File: src/rtl/fcounter_trim_pkg.sv
// Shared types and counter sizing for the fcounter trim SAR controller.
// Imported by fcounter_trim_seq and fcounter_trim_sar.
package fcounter_trim_pkg;

    typedef enum logic [3:0] {
        IDLE,
        SETTLE,
        ARM,
        WAIT_START,
        WINDOW,
        WAIT_EOM,
        ACK,
        DECIDE,
        DONE
    } state_t;

    localparam int DEF_SETTLE_CYCLES  = 16;
    localparam int DEF_WINDOW_CYCLES  = 320;
    localparam int DEF_TIMEOUT_CYCLES = 1023;

    localparam int SETTLE_CNT_W  = $clog2(DEF_SETTLE_CYCLES);
    localparam int WINDOW_CNT_W  = $clog2(DEF_WINDOW_CYCLES);
    localparam int TIMEOUT_CNT_W = $clog2(DEF_TIMEOUT_CYCLES);

    // Bits needed for a counter that runs 0..n-1.
    function automatic int cnt_w(input int n);
        return (n < 2) ? 1 : $clog2(n);
    endfunction

    function automatic int max_w(input int a, input int b);
        return (a > b) ? a : b;
    endfunction

endpackage

File: src/rtl/fcounter_trim_seq.sv
// One fcounter measurement: ARM -> WAIT_START -> WINDOW -> WAIT_EOM -> ACK,
// with a shared timeout on both wait states.
module fcounter_trim_seq
    import fcounter_trim_pkg::*;
#(
    parameter int N              = 8,
    parameter int WINDOW_CYCLES  = DEF_WINDOW_CYCLES,
    parameter int TIMEOUT_CYCLES = DEF_TIMEOUT_CYCLES
) (
    input  logic         clk,
    input  logic         rst,
    input  logic         meas_req,
    input  logic         fcounter_eom,
    input  logic [N-1:0] fcounter_adata,
    output logic         fcounter_som,
    output logic         fcounter_ce,
    output logic         meas_done,
    output logic         meas_timeout,
    output logic [N-1:0] meas_data
);

    localparam int WIN_W = max_w(cnt_w(WINDOW_CYCLES), WINDOW_CNT_W);
    localparam int TMO_W = max_w(cnt_w(TIMEOUT_CYCLES), TIMEOUT_CNT_W);

    state_t             state_q, state_d;
    logic [WIN_W-1:0]   win_cnt_q, win_cnt_d;
    logic [TMO_W-1:0]   tmo_cnt_q, tmo_cnt_d;
    logic               som_q, som_d;
    logic               ce_q, ce_d;
    logic               done_q, done_d;
    logic               tmo_q, tmo_d;
    logic               eom_prev_q, eom_prev_d;
    logic [N-1:0]       data_q, data_d;
    logic               tmo_hit;

    assign tmo_hit = (tmo_cnt_q == TMO_W'(TIMEOUT_CYCLES - 1));

    always_comb begin
        state_d    = state_q;
        win_cnt_d  = win_cnt_q;
        tmo_cnt_d  = tmo_cnt_q;
        som_d      = som_q;
        ce_d       = 1'b0;
        done_d     = 1'b0;
        tmo_d      = 1'b0;
        data_d     = data_q;
        eom_prev_d = fcounter_eom;
        case (state_q)
            IDLE: begin
                if (meas_req) begin
                    state_d = ARM;
                end
            end
            ARM: begin
                som_d     = 1'b1;
                ce_d      = 1'b1;
                tmo_cnt_d = '0;
                state_d   = WAIT_START;
            end
            WAIT_START: begin
                // eom is only trusted once fcounter has had a cycle to react to the ce.
                if (!ce_q && !fcounter_eom) begin
                    som_d     = 1'b0;
                    win_cnt_d = '0;
                    state_d   = WINDOW;
                end else if (tmo_hit) begin
                    som_d   = 1'b0;
                    tmo_d   = 1'b1;
                    state_d = IDLE;
                end else begin
                    tmo_cnt_d = tmo_cnt_q + 1'b1;
                end
            end
            WINDOW: begin
                if (win_cnt_q == WIN_W'(WINDOW_CYCLES - 1)) begin
                    ce_d      = 1'b1;
                    tmo_cnt_d = '0;
                    state_d   = WAIT_EOM;
                end else begin
                    win_cnt_d = win_cnt_q + 1'b1;
                end
            end
            WAIT_EOM: begin
                if (fcounter_eom && !eom_prev_q) begin
                    data_d  = fcounter_adata;
                    state_d = ACK;
                end else if (tmo_hit) begin
                    som_d   = 1'b0;
                    tmo_d   = 1'b1;
                    state_d = IDLE;
                end else begin
                    tmo_cnt_d = tmo_cnt_q + 1'b1;
                end
            end
            ACK: begin
                ce_d    = 1'b1;
                done_d  = 1'b1;
                state_d = IDLE;
            end
            default: begin
                state_d = IDLE;
            end
        endcase
    end

    always_ff @(posedge clk) begin
        if (rst) begin
            state_q    <= IDLE;
            win_cnt_q  <= '0;
            tmo_cnt_q  <= '0;
            som_q      <= 1'b0;
            ce_q       <= 1'b0;
            done_q     <= 1'b0;
            tmo_q      <= 1'b0;
            eom_prev_q <= 1'b0;
            data_q     <= '0;
        end else begin
            state_q    <= state_d;
            win_cnt_q  <= win_cnt_d;
            tmo_cnt_q  <= tmo_cnt_d;
            som_q      <= som_d;
            ce_q       <= ce_d;
            done_q     <= done_d;
            tmo_q      <= tmo_d;
            eom_prev_q <= eom_prev_d;
            data_q     <= data_d;
        end
    end

    assign fcounter_som = som_q;
    assign fcounter_ce  = ce_q;
    assign meas_done    = done_q;
    assign meas_timeout = tmo_q;
    assign meas_data    = data_q;

endmodule

File: src/rtl/fcounter_trim_sar.sv
// SAR trim search over fcounter measurements, MSB first. Optional macro
// FCOUNTER_TRIM_FINAL_CHECK_EN adds a final verify measurement and a locked output.
module fcounter_trim_sar
    import fcounter_trim_pkg::*;
#(
    parameter int N              = 8,
    parameter int TRIM_W         = 6,
    parameter int SETTLE_CYCLES  = DEF_SETTLE_CYCLES,
    parameter int WINDOW_CYCLES  = DEF_WINDOW_CYCLES,
    parameter int TIMEOUT_CYCLES = DEF_TIMEOUT_CYCLES
`ifdef FCOUNTER_TRIM_FINAL_CHECK_EN
    ,
    parameter int TOL            = 2
`endif
) (
    input  logic              clk,
    input  logic              rst,
    input  logic              start,
    input  logic [N-1:0]      target,
    input  logic              fcounter_rdy,
    input  logic              fcounter_eom,
    input  logic [N-1:0]      fcounter_adata,
    output logic              fcounter_som,
    output logic              fcounter_ce,
    output logic [TRIM_W-1:0] trim,
    output logic [N-1:0]      result,
    output logic              busy,
    output logic              done,
    output logic              error
`ifdef FCOUNTER_TRIM_FINAL_CHECK_EN
    ,
    output logic              locked
`endif
);

    localparam int SETTLE_W = max_w(cnt_w(SETTLE_CYCLES), SETTLE_CNT_W);
    localparam int BIT_W    = cnt_w(TRIM_W);
    localparam logic [TRIM_W-1:0] TRIM_INIT = TRIM_W'(1) << (TRIM_W - 1);
    localparam logic [BIT_W-1:0]  BIT_MSB   = BIT_W'(TRIM_W - 1);

    // Top-level states: ARM here means "measurement outstanding in the sequencer".
    state_t              state_q, state_d;
    logic [SETTLE_W-1:0] settle_cnt_q, settle_cnt_d;
    logic [BIT_W-1:0]    bit_q, bit_d;
    logic [TRIM_W-1:0]   trim_q, trim_d;
    logic [N-1:0]        target_q, target_d;
    logic                busy_q, busy_d;
    logic                done_q, done_d;
    logic                error_q, error_d;
    logic                meas_req;
    logic                meas_done;
    logic                meas_timeout;
    logic [N-1:0]        meas_data;
    logic [TRIM_W-1:0]   cur_mask;
    logic [TRIM_W-1:0]   next_mask;
    logic                keep_bit;
`ifdef FCOUNTER_TRIM_FINAL_CHECK_EN
    logic                final_q, final_d;
    logic                locked_q, locked_d;
    logic                within_tol;

    assign within_tol = (meas_data <= target_q) && ((target_q - meas_data) <= N'(TOL));
`endif

    genvar gi;
    for (gi = 0; gi < TRIM_W; gi++) begin : g_mask
        assign cur_mask[gi] = (bit_q == BIT_W'(gi));
    end
    assign next_mask = cur_mask >> 1;
    assign keep_bit  = (meas_data <= target_q);

    always_comb begin
        state_d      = state_q;
        settle_cnt_d = settle_cnt_q;
        bit_d        = bit_q;
        trim_d       = trim_q;
        target_d     = target_q;
        busy_d       = busy_q;
        done_d       = 1'b0;
        error_d      = error_q;
        meas_req     = 1'b0;
`ifdef FCOUNTER_TRIM_FINAL_CHECK_EN
        final_d      = final_q;
        locked_d     = locked_q;
`endif
        case (state_q)
            IDLE: begin
                if (start && fcounter_rdy) begin
                    target_d     = target;
                    trim_d       = TRIM_INIT;
                    bit_d        = BIT_MSB;
                    error_d      = 1'b0;
                    busy_d       = 1'b1;
                    settle_cnt_d = '0;
                    state_d      = SETTLE;
`ifdef FCOUNTER_TRIM_FINAL_CHECK_EN
                    final_d      = 1'b0;
                    locked_d     = 1'b0;
`endif
                end
            end
            SETTLE: begin
                if (settle_cnt_q == SETTLE_W'(SETTLE_CYCLES - 1)) begin
                    meas_req = 1'b1;
                    state_d  = ARM;
                end else begin
                    settle_cnt_d = settle_cnt_q + 1'b1;
                end
            end
            ARM: begin
                if (meas_timeout) begin
                    error_d = 1'b1;
                    busy_d  = 1'b0;
                    state_d = IDLE;
                end else if (meas_done) begin
                    state_d = DECIDE;
                end
            end
            DECIDE: begin
`ifdef FCOUNTER_TRIM_FINAL_CHECK_EN
                if (final_q) begin
                    state_d = DONE;
                end else
`endif
                begin
                    // Resolve the current bit and trial-set the next one in a single update.
                    trim_d = (keep_bit ? trim_q : (trim_q & ~cur_mask)) | next_mask;
                    if (bit_q == '0) begin
`ifdef FCOUNTER_TRIM_FINAL_CHECK_EN
                        final_d      = 1'b1;
                        settle_cnt_d = '0;
                        state_d      = SETTLE;
`else
                        state_d      = DONE;
`endif
                    end else begin
                        bit_d        = bit_q - 1'b1;
                        settle_cnt_d = '0;
                        state_d      = SETTLE;
                    end
                end
            end
            DONE: begin
                done_d  = 1'b1;
                busy_d  = 1'b0;
                state_d = IDLE;
`ifdef FCOUNTER_TRIM_FINAL_CHECK_EN
                locked_d = within_tol;
`endif
            end
            default: begin
                state_d = IDLE;
            end
        endcase
    end

    always_ff @(posedge clk) begin
        if (rst) begin
            state_q      <= IDLE;
            settle_cnt_q <= '0;
            bit_q        <= BIT_MSB;
            trim_q       <= TRIM_INIT;
            target_q     <= '0;
            busy_q       <= 1'b0;
            done_q       <= 1'b0;
            error_q      <= 1'b0;
`ifdef FCOUNTER_TRIM_FINAL_CHECK_EN
            final_q      <= 1'b0;
            locked_q     <= 1'b0;
`endif
        end else begin
            state_q      <= state_d;
            settle_cnt_q <= settle_cnt_d;
            bit_q        <= bit_d;
            trim_q       <= trim_d;
            target_q     <= target_d;
            busy_q       <= busy_d;
            done_q       <= done_d;
            error_q      <= error_d;
`ifdef FCOUNTER_TRIM_FINAL_CHECK_EN
            final_q      <= final_d;
            locked_q     <= locked_d;
`endif
        end
    end

    fcounter_trim_seq #(
        .N              (N),
        .WINDOW_CYCLES  (WINDOW_CYCLES),
        .TIMEOUT_CYCLES (TIMEOUT_CYCLES)
    ) u_seq (
        .clk            (clk),
        .rst            (rst),
        .meas_req       (meas_req),
        .fcounter_eom   (fcounter_eom),
        .fcounter_adata (fcounter_adata),
        .fcounter_som   (fcounter_som),
        .fcounter_ce    (fcounter_ce),
        .meas_done      (meas_done),
        .meas_timeout   (meas_timeout),
        .meas_data      (meas_data)
    );

    assign trim   = trim_q;
    assign result = meas_data;
    assign busy   = busy_q;
    assign done   = done_q;
    assign error  = error_q;
`ifdef FCOUNTER_TRIM_FINAL_CHECK_EN
    assign locked = locked_q;
`endif

endmodule

File: config.mk
export PLATFORM = sky130hd
export DESIGN_NAME = fcounter_trim_sar
export DESIGN_NICKNAME = d
export VERILOG_FILES = /design/src/rtl/fcounter_trim_pkg.sv /design/src/rtl/fcounter_trim_seq.sv /design/src/rtl/fcounter_trim_sar.sv
export SDC_FILE = /design/constraint.sdc
export NUM_CORES = 1
export LEC_CHECK = 0
export CORE_MARGIN = 2
export CORE_UTILIZATION = 50
export CTS_BUF_LIST = sky130_fd_sc_hd__clkbuf_16
export DETAILED_ROUTE_END_ITERATION = 8
export PLACE_DENSITY = 0.8
export SLEW_MARGIN = 40
export SYNTH_ARGS = -nofsm -noshare
export SYNTH_HDL_FRONTEND = slang
export SYNTH_SLANG_ARGS = --single-unit
File: constraint.sdc
create_clock -name clk -period 2.1 [get_ports clk]
set_clock_uncertainty 0.1 [all_clocks]
set_input_delay 0.315 -clock clk [delete_from_list [all_inputs] [get_ports clk]]
set_output_delay 0.315 -clock clk [all_outputs]
set_load 0.05 [all_outputs]
==> results of run 1 <==
==> critical path: cells and delay by family (launching register included) <==
family          cells  cell delay [ns]
compound gates      2             0.33
fa+ha+maj           1             0.20
buf+inv             1             0.05
flops               1             0.33
simple gates        4             0.99
==> path summary, 6_finish.rpt <==
kind / cells after the start / startpoint / end
max: 8 / u_seq.tmo_cnt_q[0] / u_seq.tmo_cnt_q[9]
min reg2reg: 2 / target_q[7] / target_q[7]
min: 2 / target_q[7] / target_q[7]
max reg2reg: 8 / u_seq.tmo_cnt_q[0] / u_seq.tmo_cnt_q[9]
==> cells by family after synthesis <==
kind of cell | Yosys count
mux | 9
buf+inv | 31
simple gates | 158
other cells | 1
xor+xnor | 15
fa+ha+maj | 17
compound gates | 71
flops | 64
==> synth_stat cells (2+ instances only) <==
cell and n:
xnor2_1 8, ha_1 17, nor4b_1 2, o21ai_0 11, a31oi_1 4, nand2_1 37
nand3_1 14, a311oi_1 2, nor4_1 2, mux2i_1 8, nor2b_1 7, a32o_1 2
a21oi_1 26, xor2_1 7, nand2b_1 3, or3_1 6, nand4_1 6, and2b_1 3
nor3_1 7, buf_2 2, dfxtp_1 64, and2_1 2, and4_1 3, clkbuf_1 10
and3_1 2, nand3b_1 2, and4b_1 2, nor2_1 46, or2b_1 3, a211oi_1 4
inv_1 15
==> layer usage <==
layer  wire (um)  track usage [%]
met1        3190             26.1
met2        3600             34.7
met3         201             5.93
met4         184             10.7
met5           0                0
==> state kept, by name, indices dropped and copies added, names as in the netlist <==
signal / count
bit_q: 3
busy: 1
done: 1
error: 1
settle_cnt_q: 4
state_q: 4
target_q: 8
trim: 6
u_seq.eom_prev_q: 1
u_seq.fcounter_ce: 1
u_seq.fcounter_som: 1
u_seq.meas_data: 8
u_seq.meas_done: 1
u_seq.meas_timeout: 1
u_seq.state_q: 4
u_seq.tmo_cnt_q: 10
u_seq.win_cnt_q: 9
==> repair_timing <==
item,4_1_cts,5_1_grt
gates resized for setup,1,11
gates cloned,0,0
endpoints found under the setup margin,1,9
hold endpoints to repair,0,0
pin swaps,0,4
==> cell type report <==
type,count,area [um^2]
sequential,64,1280
clock inverter,7,86.3
tap,77,96.3
fill,529,2140
inverter,15,56.3
clock buffer,9,225
multi-input combinational,271,1790
timing repair buffer,60,561
==> per-stage QoR <==
step | cells | setup slack, ns | hold slack, ns
after global placement | 487 | -0.0444 | 0.343
after detailed placement | 487 | -0.101 | 0.350
after global routing | 503 | -0.0202 | 0.392
after floorplan | 366 | -0.00455 | 0.336
final | 503 | 0.0375 | 0.358
after CTS | 503 | 0.00608 | 0.357
==> power breakdown <==
group | internal, mW | switching, mW | leakage (nW) | total, mW
clock network | 1.03 | 0.542 | 0.153 | 1.57
logic | 0.107 | 0.114 | 0.917 | 0.222
registers | 1.23 | 0.0171 | 0.518 | 1.25
total | 2.37 | 0.673 | 1.59 | 3.04
==> run metrics, run 1 <==
Die ar. 6990 um^2; post-CTS setup buffers 0; synth warn 0; DRC viols 0; pin count of the biggest net entering global routing 45; initial drt markers 171; WP data arrival 2.23 ns; crit end category flop; number of H-tree levels 3; critical path cell sequence inv_1, ha_1, and4_4, a41oi_2, nor2b_4, nand2_2, or4_4, a21oi_2; Synth Area in Simple Gates 26.0%; chip width 83.6 um; Max VDD drop 0.587 mV; synth top area cells dfxtp_1, ha_1, nor2_1, nand2_1, a21oi_1; Inserted Diodes 0; most frequent cells in the layout dfxtp_1, nor2_1, clkdlybuf4s50_1, nand2_1, a21oi_1; register area share after synthesis 40.4%; starting density of the core 50.8%; area share of the largest cell type after synthesis 40.4%; post-DR vias/cell 5.56; router iterations before antenna repair 4; num rows 29; Post-synth ARST share 0%; post-placement cell area 3750 um^2; cts hold-fix bufs 0; startpoint types flop; Critical Path RT 2.26 ns; Crit-path slowest cell or4_4; nets@finish 459; Clock Pin Slew Worst Setup and Hold Paths 0.05 ns; Worst-Margin Slew 0.524 ns; setup TNS 0 ns; Worst Path Max Fanout 4; core area 6240 um^2; Post-Synth Adder-Cell Area 6.71%; DP Wirelength 4850 um; share of cells above drive strength 1 14.1%; DR vias 2796; wire per inst 14.3 um; flop-to-flop setup slack 0.04 ns; Core Util, Final 65.6%; Synth Area in Compound Gates 15.5%; GPL Wtd Cong 0.923; xor/xnor cell area share of the yosys netlist 4.15%; leakage power 1.59 nW; CTS tree done; grt ovf 0; mux contribution to synthesized area 2.88%; Final Hold Fails 0; clk buf depth 2; Final Cycle Share 98.2%; top achievable clock speed 485 MHz; Num CTS Buffers 9; max-slew violation count 0; total power 3.04 mW; FF+latch count, synth 64; PwrDens 743 nW/um^2; Slowest Stage Delay on Critical Path 0.49 ns; clk root buf clkbuf_16; commonest non-fill, non-tap cell in the layout dfxtp_1; I/O Pins 40; # clock sinks 64; min-delay worst type reg2reg; final instance area 4100 um^2; count of cell types in the netlist 70; Skew-Pair Late Insertion Delay 0.33 ns; Synth Flop Type dfxtp_1; main combinational cell family by area after synthesis simple AND/OR/NAND/NOR gates; antenna violations before repair 0; first-pass GRT wire length 12200 um; Mapped Nets 404; Syn Std Cell Area 3170 um^2; CP Class reg2reg; Slew headroom 64.9%; post-synthesis average cell area 8.66 um^2; post-synthesis cell count 366; max cap viols 0; Port Buffer Count 39; vias in the first global route 2773; Total Routed Length 7170 um; Tmin final 2.06 ns; status finished, final reports clean; Final ANT Viol Nets 0; final setup violation count 0; Area growth syn-to-layout 29.3%; die height 83.6 um; Total GRT Usage 21.4%; EDFF count, synth 0; Synth area leader dfxtp_1
Power figures use the tool's default switching activity.
==> run 2, diff against run 1 <==
- CORE_ASPECT_RATIO: unset -> 1.2
- SETUP_SLACK_MARGIN: unset -> 0.02
- SKIP_CTS_REPAIR_TIMING: unset -> 1
==> run 2 against run 1 <==
- sequential power barely moved
- via count fell by 0.93%
- maximum frequency rose by 2.7%
- final cell count rose by 0.99%
- hold slack got worse by 0.0037 ns
- clock power fell by 20%
- utilization rose by 0.83 points
- critical path type unchanged
- largest power group is now registers
==> run metrics, run 2 (synthesis results as in run 1) <==
router iterations before antenna repair 5 (was 4); grt ovf 0 (unchanged); wire per inst 13.6 um (was 14.3 um); max cap viols 0 (unchanged); Clock Pin Slew Worst Setup and Hold Paths 0.05 ns (about the same); critical path cell sequence ha_2, and4bb_4, a21boi_1, o21ai_2, nand2_2, or4_4, a21oi_2 (was inv_1, ha_1, and4_4, a41oi_2, nor2b_4, nand2_2, or4_4, a21oi_2); crit end category flop (unchanged); Slew headroom 66.2% (was 64.9%); first-pass GRT wire length 11800 um (was 12200 um); RSZ-0062 raised after global routing true; Die ar. 6990 um^2 (about the same); DP Cell Count 493 (was 487); Final Hold Fails 0 (unchanged); # clock sinks 64 (unchanged); CTS tree done (unchanged); chip width 76.7 um (was 83.6 um); Max VDD drop 0.413 mV (was 0.587 mV); antenna violations before repair 0 (unchanged); CP Class reg2reg (unchanged); startpoint types flop (unchanged); Critical Path RT 2.25 ns (was 2.26 ns); Inserted Diodes 0 (unchanged); DRC viols 0 (unchanged); pin count of the biggest net entering global routing 38 (was 45); final non-filler cell total 508 (was 503); clk buf depth 2 (unchanged); share of cells above drive strength 1 12.9% (was 14.1%); Total Routed Length 6890 um (was 7170 um); core area 6090 um^2 (was 6240 um^2); vias in the first global route 2663 (was 2773); die height 91.2 um (was 83.6 um); WP data arrival 2.16 ns (was 2.23 ns); I/O Pins 40 (unchanged); Num CTS Buffers 9 (unchanged); number of H-tree levels 3 (unchanged); most flop-heavy register u_seq.tmo_cnt_q (unchanged); Port Buffer Count 39 (unchanged); Final ANT Viol Nets 0 (unchanged); num rows 31 (was 29); top achievable clock speed 498 MHz (was 485 MHz); setup ws final 0.0918 ns (was 0.0375 ns); min-delay worst type reg2reg (unchanged); Area growth syn-to-layout 27.8% (was 29.3%); post-placement cell area 3770 um^2 (was 3750 um^2); Total GRT Usage 20.8% (was 21.4%); nets@finish 460 (was 459); leakage power 1.56 nW (was 1.59 nW); max reg flops 10 (unchanged); Worst-Margin Slew 0.506 ns (was 0.524 ns); DR vias 2770 (was 2796); clk root buf clkbuf_16 (unchanged); Largest regs u_seq.tmo_cnt_q: 10 flops, u_seq.win_cnt_q: 9 flops (unchanged); Skew-Pair Late Insertion Delay 0.32 ns (was 0.33 ns); Crit-path slowest cell or4_4 (unchanged); Worst Path Max Fanout 4 (unchanged); most frequent cells in the layout dfxtp_1, nor2_1, clkdlybuf4s50_1, nand2_1, a21oi_1 (unchanged); max-slew violation count 0 (unchanged); starting density of the core 52.0% (was 50.8%); DP Wirelength 4960 um (was 4850 um); Slowest Stage Delay on Critical Path 0.48 ns (was 0.49 ns); commonest non-fill, non-tap cell in the layout dfxtp_1 (unchanged); Final Cycle Share 95.6% (was 98.2%); post-DR vias/cell 5.45 (was 5.56); Tmin final 2.01 ns (was 2.06 ns); initial drt markers 132 (was 171); final instance area 4050 um^2 (was 4100 um^2); final setup violation count 0 (unchanged); dpl ws -0.0823 ns (was -0.101 ns); status finished, final reports clean (unchanged); GPL Wtd Cong 0.854 (was 0.923); PwrDens 674 nW/um^2 (was 743 nW/um^2)
## run 2: final cells by class
type / instances / area, um^2
Tap cell: 82 / 103
Clock inverter: 6 / 27.5
Clock buffer: 9 / 225
Inverter: 15 / 56.3
Sequential cell: 64 / 1280
Multi-Input combinational cell: 271 / 1790
Fill cell: 476 / 2040
Timing Repair Buffer: 61 / 568
## run 2: final timing paths
| path | end | slack, ns | cells past startpoint | from |
|---|---|---|---|---|
| max reg2reg | u_seq.tmo_cnt_q[9] | 0.09 | 7 | u_seq.win_cnt_q[1] |
| min | target_q[5] | 0.35 | 2 | target_q[5] |
| max | u_seq.tmo_cnt_q[9] | 0.09 | 7 | u_seq.win_cnt_q[1] |
| min reg2reg | target_q[5] | 0.35 | 2 | target_q[5] |
## run 2: stage by stage
step                      util, %  power (mW)  hold WS [ns]  setup TNS, ns
after floorplan                 -        1.40         0.336              0
after global placement       61.9        1.49         0.344         -0.132
after detailed placement     61.9        1.50         0.349         -0.233
after CTS                    66.1        2.76         0.355              0
after global routing         66.5        2.85         0.378       -0.00171
final                        66.5        2.73         0.354              0
## run 2: where the power goes
group / total (mW) / leakage, nW / switching (mW) / internal [mW]
Combinational: 0.225 / 0.923 / 0.115 / 0.110
Clock: 1.25 / 0.121 / 0.480 / 0.770
Sequential: 1.25 / 0.518 / 0.0169 / 1.24
## run 2: critical path: cells and delay by family (launching register included)
| kind | cells | cell delay (ns) |
|---|---|---|
| AOI/OAI and AO/OA | 3 | 0.42 |
| adders and majority gates | 1 | 0.21 |
| DFF | 1 | 0.37 |
| and+or+nand+nor | 3 | 0.84 |
## run 2: per-layer routing
metal	routed length, um	global-route usage, %
met1	2940	24.1
met2	3590	36.8
met3	239	4.67
met4	113	8.48
met5	0	0
==> run 3, diff against run 2 <==
- CORE_ASPECT_RATIO: 1.2 -> unset
- CORE_UTILIZATION: 50 -> 55
- PLACE_DENSITY: 0.8 -> 0.83
- clock period: 2.1 -> 2.2 ns (I/O delays scaled with it)
==> run 3 against run 2 <==
- final cell count is 2.6% lower
- hold slack worse by 0.0015 ns
- clock-buffer cell count stayed put
- maximum frequency is 2.8% lower
- worst setup slack better by 0.042 ns
- design area is 1.7% lower
- global-route usage is 2.7 points higher
- via count is 0.97% lower
- die area is 8.7% lower
- clock power is 3% lower
- first-iteration DRC count is 6.1% higher
- sequential share of layout area is 0.53 points higher
- largest power group is now clock
==> run metrics, run 3 (synthesis results as in run 1) <==
status finished, final reports clean (unchanged); Final Hold Fails 0 (unchanged); vias in the first global route 2655 (was 2663); Total Routed Length 6870 um (was 6890 um); number of H-tree levels 3 (unchanged); crit path capture u_seq.tmo_cnt_q[9] (unchanged); flop-to-flop setup slack 0.13 ns (was 0.09 ns); setup TNS 0 ns (unchanged); DRC viols 0 (unchanged); # clock sinks 64 (unchanged); startpoint types flop (unchanged); Largest regs u_seq.tmo_cnt_q: 10 flops, u_seq.win_cnt_q: 9 flops (unchanged); reg2reg start u_seq.tmo_cnt_q[0] (was u_seq.win_cnt_q[1]); Clock Pin Slew Worst Setup and Hold Paths 0.05 ns (about the same); setup ws final 0.134 ns (was 0.0918 ns); Worst-Margin Slew 0.525 ns (was 0.506 ns); first-pass GRT wire length 11800 um (about the same); antenna violations before repair 0 (unchanged); min-delay worst type reg2reg (unchanged); Slew headroom 64.9% (was 66.2%); Final ANT Viol Nets 0 (unchanged); DP Wirelength 4800 um (was 4960 um); chip width 79.9 um (was 76.7 um); post-placement cell area 3700 um^2 (was 3770 um^2); Final Cycle Share 93.9% (was 95.6%); router iterations before antenna repair 4 (was 5); pin count of the biggest net entering global routing 24 (was 38); Die ar. 6380 um^2 (was 6990 um^2); clk buf depth 2 (unchanged); leakage power 1.55 nW (was 1.56 nW); Setup crit start u_seq.tmo_cnt_q[0] (was u_seq.win_cnt_q[1]); share of cells above drive strength 1 10.6% (was 12.9%); CTS tree done (unchanged); num rows 27 (was 31); Port Buffer Count 39 (unchanged); final setup violation count 0 (unchanged); Inserted Diodes 0 (unchanged); grt ovf 0 (unchanged); most flop-heavy register u_seq.tmo_cnt_q (unchanged); max cap viols 0 (unchanged); worst r2r dst u_seq.tmo_cnt_q[9] (unchanged); PwrDens 656 nW/um^2 (was 674 nW/um^2); post-DR vias/cell 5.54 (was 5.45); Tmin final 2.07 ns (was 2.01 ns); I/O Pins 40 (unchanged); clk root buf clkbuf_16 (unchanged); top achievable clock speed 484 MHz (was 498 MHz); final instance area 3980 um^2 (was 4050 um^2); DR vias 2743 (was 2770); most frequent cells in the layout dfxtp_1, nor2_1, clkdlybuf4s50_1, nand2_1, a21oi_1 (unchanged); wire per inst 13.9 um (was 13.6 um); crit end category flop (unchanged); die height 79.9 um (was 91.2 um); initial drt markers 140 (was 132); Num CTS Buffers 9 (unchanged); CP Class reg2reg (unchanged); Area growth syn-to-layout 25.6% (was 27.8%); Critical Path RT 2.35 ns (was 2.25 ns); core area 5540 um^2 (was 6090 um^2); Skew-Pair Late Insertion Delay 0.32 ns (about the same); Worst Path Max Fanout 4 (unchanged); Worst R2R Path Depth 8 (was 7); Total GRT Usage 23.5% (was 20.8%); GPL Wtd Cong 0.898 (was 0.854); max-slew violation count 0 (unchanged); starting density of the core 57.2% (was 52.0%); Hold WS 0.352 ns (was 0.354 ns); RSZ-0062 raised after global routing false (was true); max reg flops 10 (unchanged); commonest non-fill, non-tap cell in the layout dfxtp_1 (unchanged); WP data arrival 2.22 ns (was 2.16 ns); nets@finish 456 (was 460); dpl ws -0.0445 ns (was -0.0823 ns); Max VDD drop 0.469 mV (was 0.413 mV)
-- run 3: how the worst min path moves through the flow --
stage / startpoint / endpoint / slack, ns / cells past startpoint
6_report: target_q[5] / target_q[5] / 0.35 / 2
2_1_floorplan: target_q[1] / target_q[1] / 0.34 / 2
3_5_place_dp: target_q[5] / target_q[5] / 0.35 / 2
5_1_grt: target_q[5] / target_q[5] / 0.39 / 2
3_3_place_gp: target_q[7] / target_q[7] / 0.34 / 2
4_1_cts: target_q[5] / target_q[5] / 0.36 / 2
-- run 3: where the power goes --
group / total [mW] / switching (mW) / internal (mW)
clock: 1.21 / 0.472 / 0.738
combinational: 0.205 / 0.107 / 0.0980
sequential: 1.20 / 0.0174 / 1.18
-- run 3: layout make-up --
type                       instances  area [um^2]
clock inverter                     7         31.3
timing repair buffer              57          526
sequential                        64         1280
clock buffer                       9          225
multi-input combinational        271         1770
fill                             434         1560
inverter                          15         56.3
tap                               72         90.1
-- run 3: worst max-delay path, cell delays in order, from the launching register on --
cell and delay [ns]:
dfxtp_1 0.33, inv_1 0.05, ha_1 0.18, and4_1 0.23, a41oi_2 0.23, nor2b_4 0.19
nand2_2 0.08, or4_1 0.48, a21oi_1 0.15
-- run 3: metrics by stage --
stage | power, mW | utilization [%] | instances
after floorplan | 1.34 | - | 366
after global placement | 1.41 | 66.8 | 478
after detailed placement | 1.42 | 66.8 | 478
after CTS | 2.63 | 71.4 | 494
after global routing | 2.70 | 71.8 | 495
final | 2.61 | 71.8 | 495
-- run 3: per-layer routing --
metal	vias up	wire length (um)	part of all wire, %	GRT usage [%]
met5	-	0	0	0
met2	51	3390	49	38.7
met3	15	240	3.5	4.30
met1	1282	3090	45	29.6
li1	1395	-	-	-
met4	0	148	2.2	11.2
==> RTL change, RTL diff (flow settings as in run 3) <==
Build with the macro `FCOUNTER_TRIM_FINAL_CHECK_EN` defined.
--- a/src/rtl/fcounter_trim_sar.sv
+++ b/src/rtl/fcounter_trim_sar.sv
@@ -2,2 +2,4 @@
 // FCOUNTER_TRIM_FINAL_CHECK_EN adds a final verify measurement and a locked output.
+`define FCOUNTER_TRIM_FINAL_CHECK_EN
+
 module fcounter_trim_sar
Function (old outputs only; new: locked): no difference found for any inputs over 10 cycles, from zero or initial values and one cycle with rst high; that may be too few to reach the edited logic, so the function may still have changed.
==> RTL change against run 3 <==
Routed wire length up 19%; final area grew 9.2%; worst setup slack improved by 0.020 ns; sequential cell count up 2; global-route usage grew 0.29 points; synthesized area is 11% higher.
Power is not compared: it rests on default switching activity, and its combinational part moved more than twofold at a synthesized area within 25%.
==> RTL change: results (changes against run 3) <==
[outcome]
status = finished clean

[route]
vias_per_cell = 5.89  ; +6.2%
wl_met3_um = 424  ; +77%
wire_per_inst_um = 15.1  ; +8.5%
drt_iter0_drc = 220  ; +57%
drt-total-wl_um = 8160  ; +19%
drt-met1-wl_um = 3670  ; +19%
first_pass_iters = 5  ; +1

[yosys]
synth_nets = 457  ; +13%
synth_compound_area_share_pct = 18.8  ; +3.3 points
yosys-top-cells-count = 66 x dfxtp_1, 51 x nor2_1, 42 x nand2_1
synth-seq-area-share_pct = 37.6  ; -2.8 points
syn-mean-instance-area_um2 = 8.42  ; -2.7%
synthTopCellsByArea = dfxtp_1 38%, ha_1 6.4%, nor2_1 5.5%, a21oi_1 5.1%, nand2_1 4.5%
synth_adder_area_share_pct = 6.99  ; +0.27 points
synthMuxAreaShare_pct = 2.28  ; -0.60 points
ys_types = 66  ; -5.7%
synth_xor_area_share_pct = 2.74  ; -1.4 points

[final_layout]
clockNetworkAreaShare_pct = 7.89  ; +1.4 points
multiInputGateArea_um2 = 2050  ; +16%
final_nets = 500  ; +9.6%
fillCellCount = 476  ; +9.7%
multi_input_gates = 314  ; +16%
seq_share_pct = 30.6  ; -1.6 points
inv_count = 22  ; +7
final-nonclk-buf-share_pct = 10.3  ; -2.9 points
signal_buffers = 47  ; -18%
final_layout_size_suffix_gt1_share_pct = 11.4  ; +0.76 points

[clocking]
clk_latency_ns = 0.33
htreeDepth = 3  ; unchanged
cts_max_path_buffers = 2  ; unchanged
cts_sinks = 66  ; +3.1%

[global_route]
grtUsageTotal_pct = 23.8  ; +0.29 points
grt_pass1_vias = 2927  ; +10%
grt_pass1_wl_um = 13700  ; +16%
grt_util_met3_pct = 4.85  ; +0.55 points
grt_use_met2_pct = 38.8  ; +0.17 points
grt_max_degree = 31  ; +29%
grt_use_met1_pct = 31.9  ; +2.2 points

[placement]
dp.cells = 526  ; +10%
port_buffers = 40  ; +2.6%
hpwl_um = 5530  ; +15%
gp_congestion = 0.915  ; +1.8%
place_area_um2 = 3980  ; +7.6%
pre_cts_ws_ns = 0.0551  ; +0.0995 ns

[floorplanning]
taps = 77  ; +6.9%

[critical_path]
cp_max_fo = 2  ; -2

[sta]
tightest_slew_ns = 0.574  ; +0.0487 ns

-- RTL change: metrics by stage --
step / hold slack [ns] / total power (µW)
global route: 0.376 / 3890
CTS: 0.360 / 3710
floorplan: 0.348 / 1900
detailed placement: 0.352 / 2060
finish: 0.358 / 3710
global placement: 0.353 / 2050
-- RTL change: worst max-delay path, stage by stage (launching register included) --
cell and delay (ns):
dfxtp_1 0.32, inv_1 0.06, ha_1 0.20, fa_2 0.54, o221a_2 0.19, o2111ai_1 0.14
nor3_2 0.19, o2111ai_1 0.13, o21ai_1 0.12
-- RTL change: path summary, 6_finish.rpt --
check | startpoint | endpoint | slack, ns
worst min-delay path | locked$_SDFFE_PP0P_ | locked$_SDFFE_PP0P_ | 0.36
worst max register to register | target_q[0]$_SDFFE_PP0P_ | locked$_SDFFE_PP0P_ | 0.15
worst min register to register | locked$_SDFFE_PP0P_ | locked$_SDFFE_PP0P_ | 0.36
worst max-delay path | target_q[0]$_SDFFE_PP0P_ | locked$_SDFFE_PP0P_ | 0.15
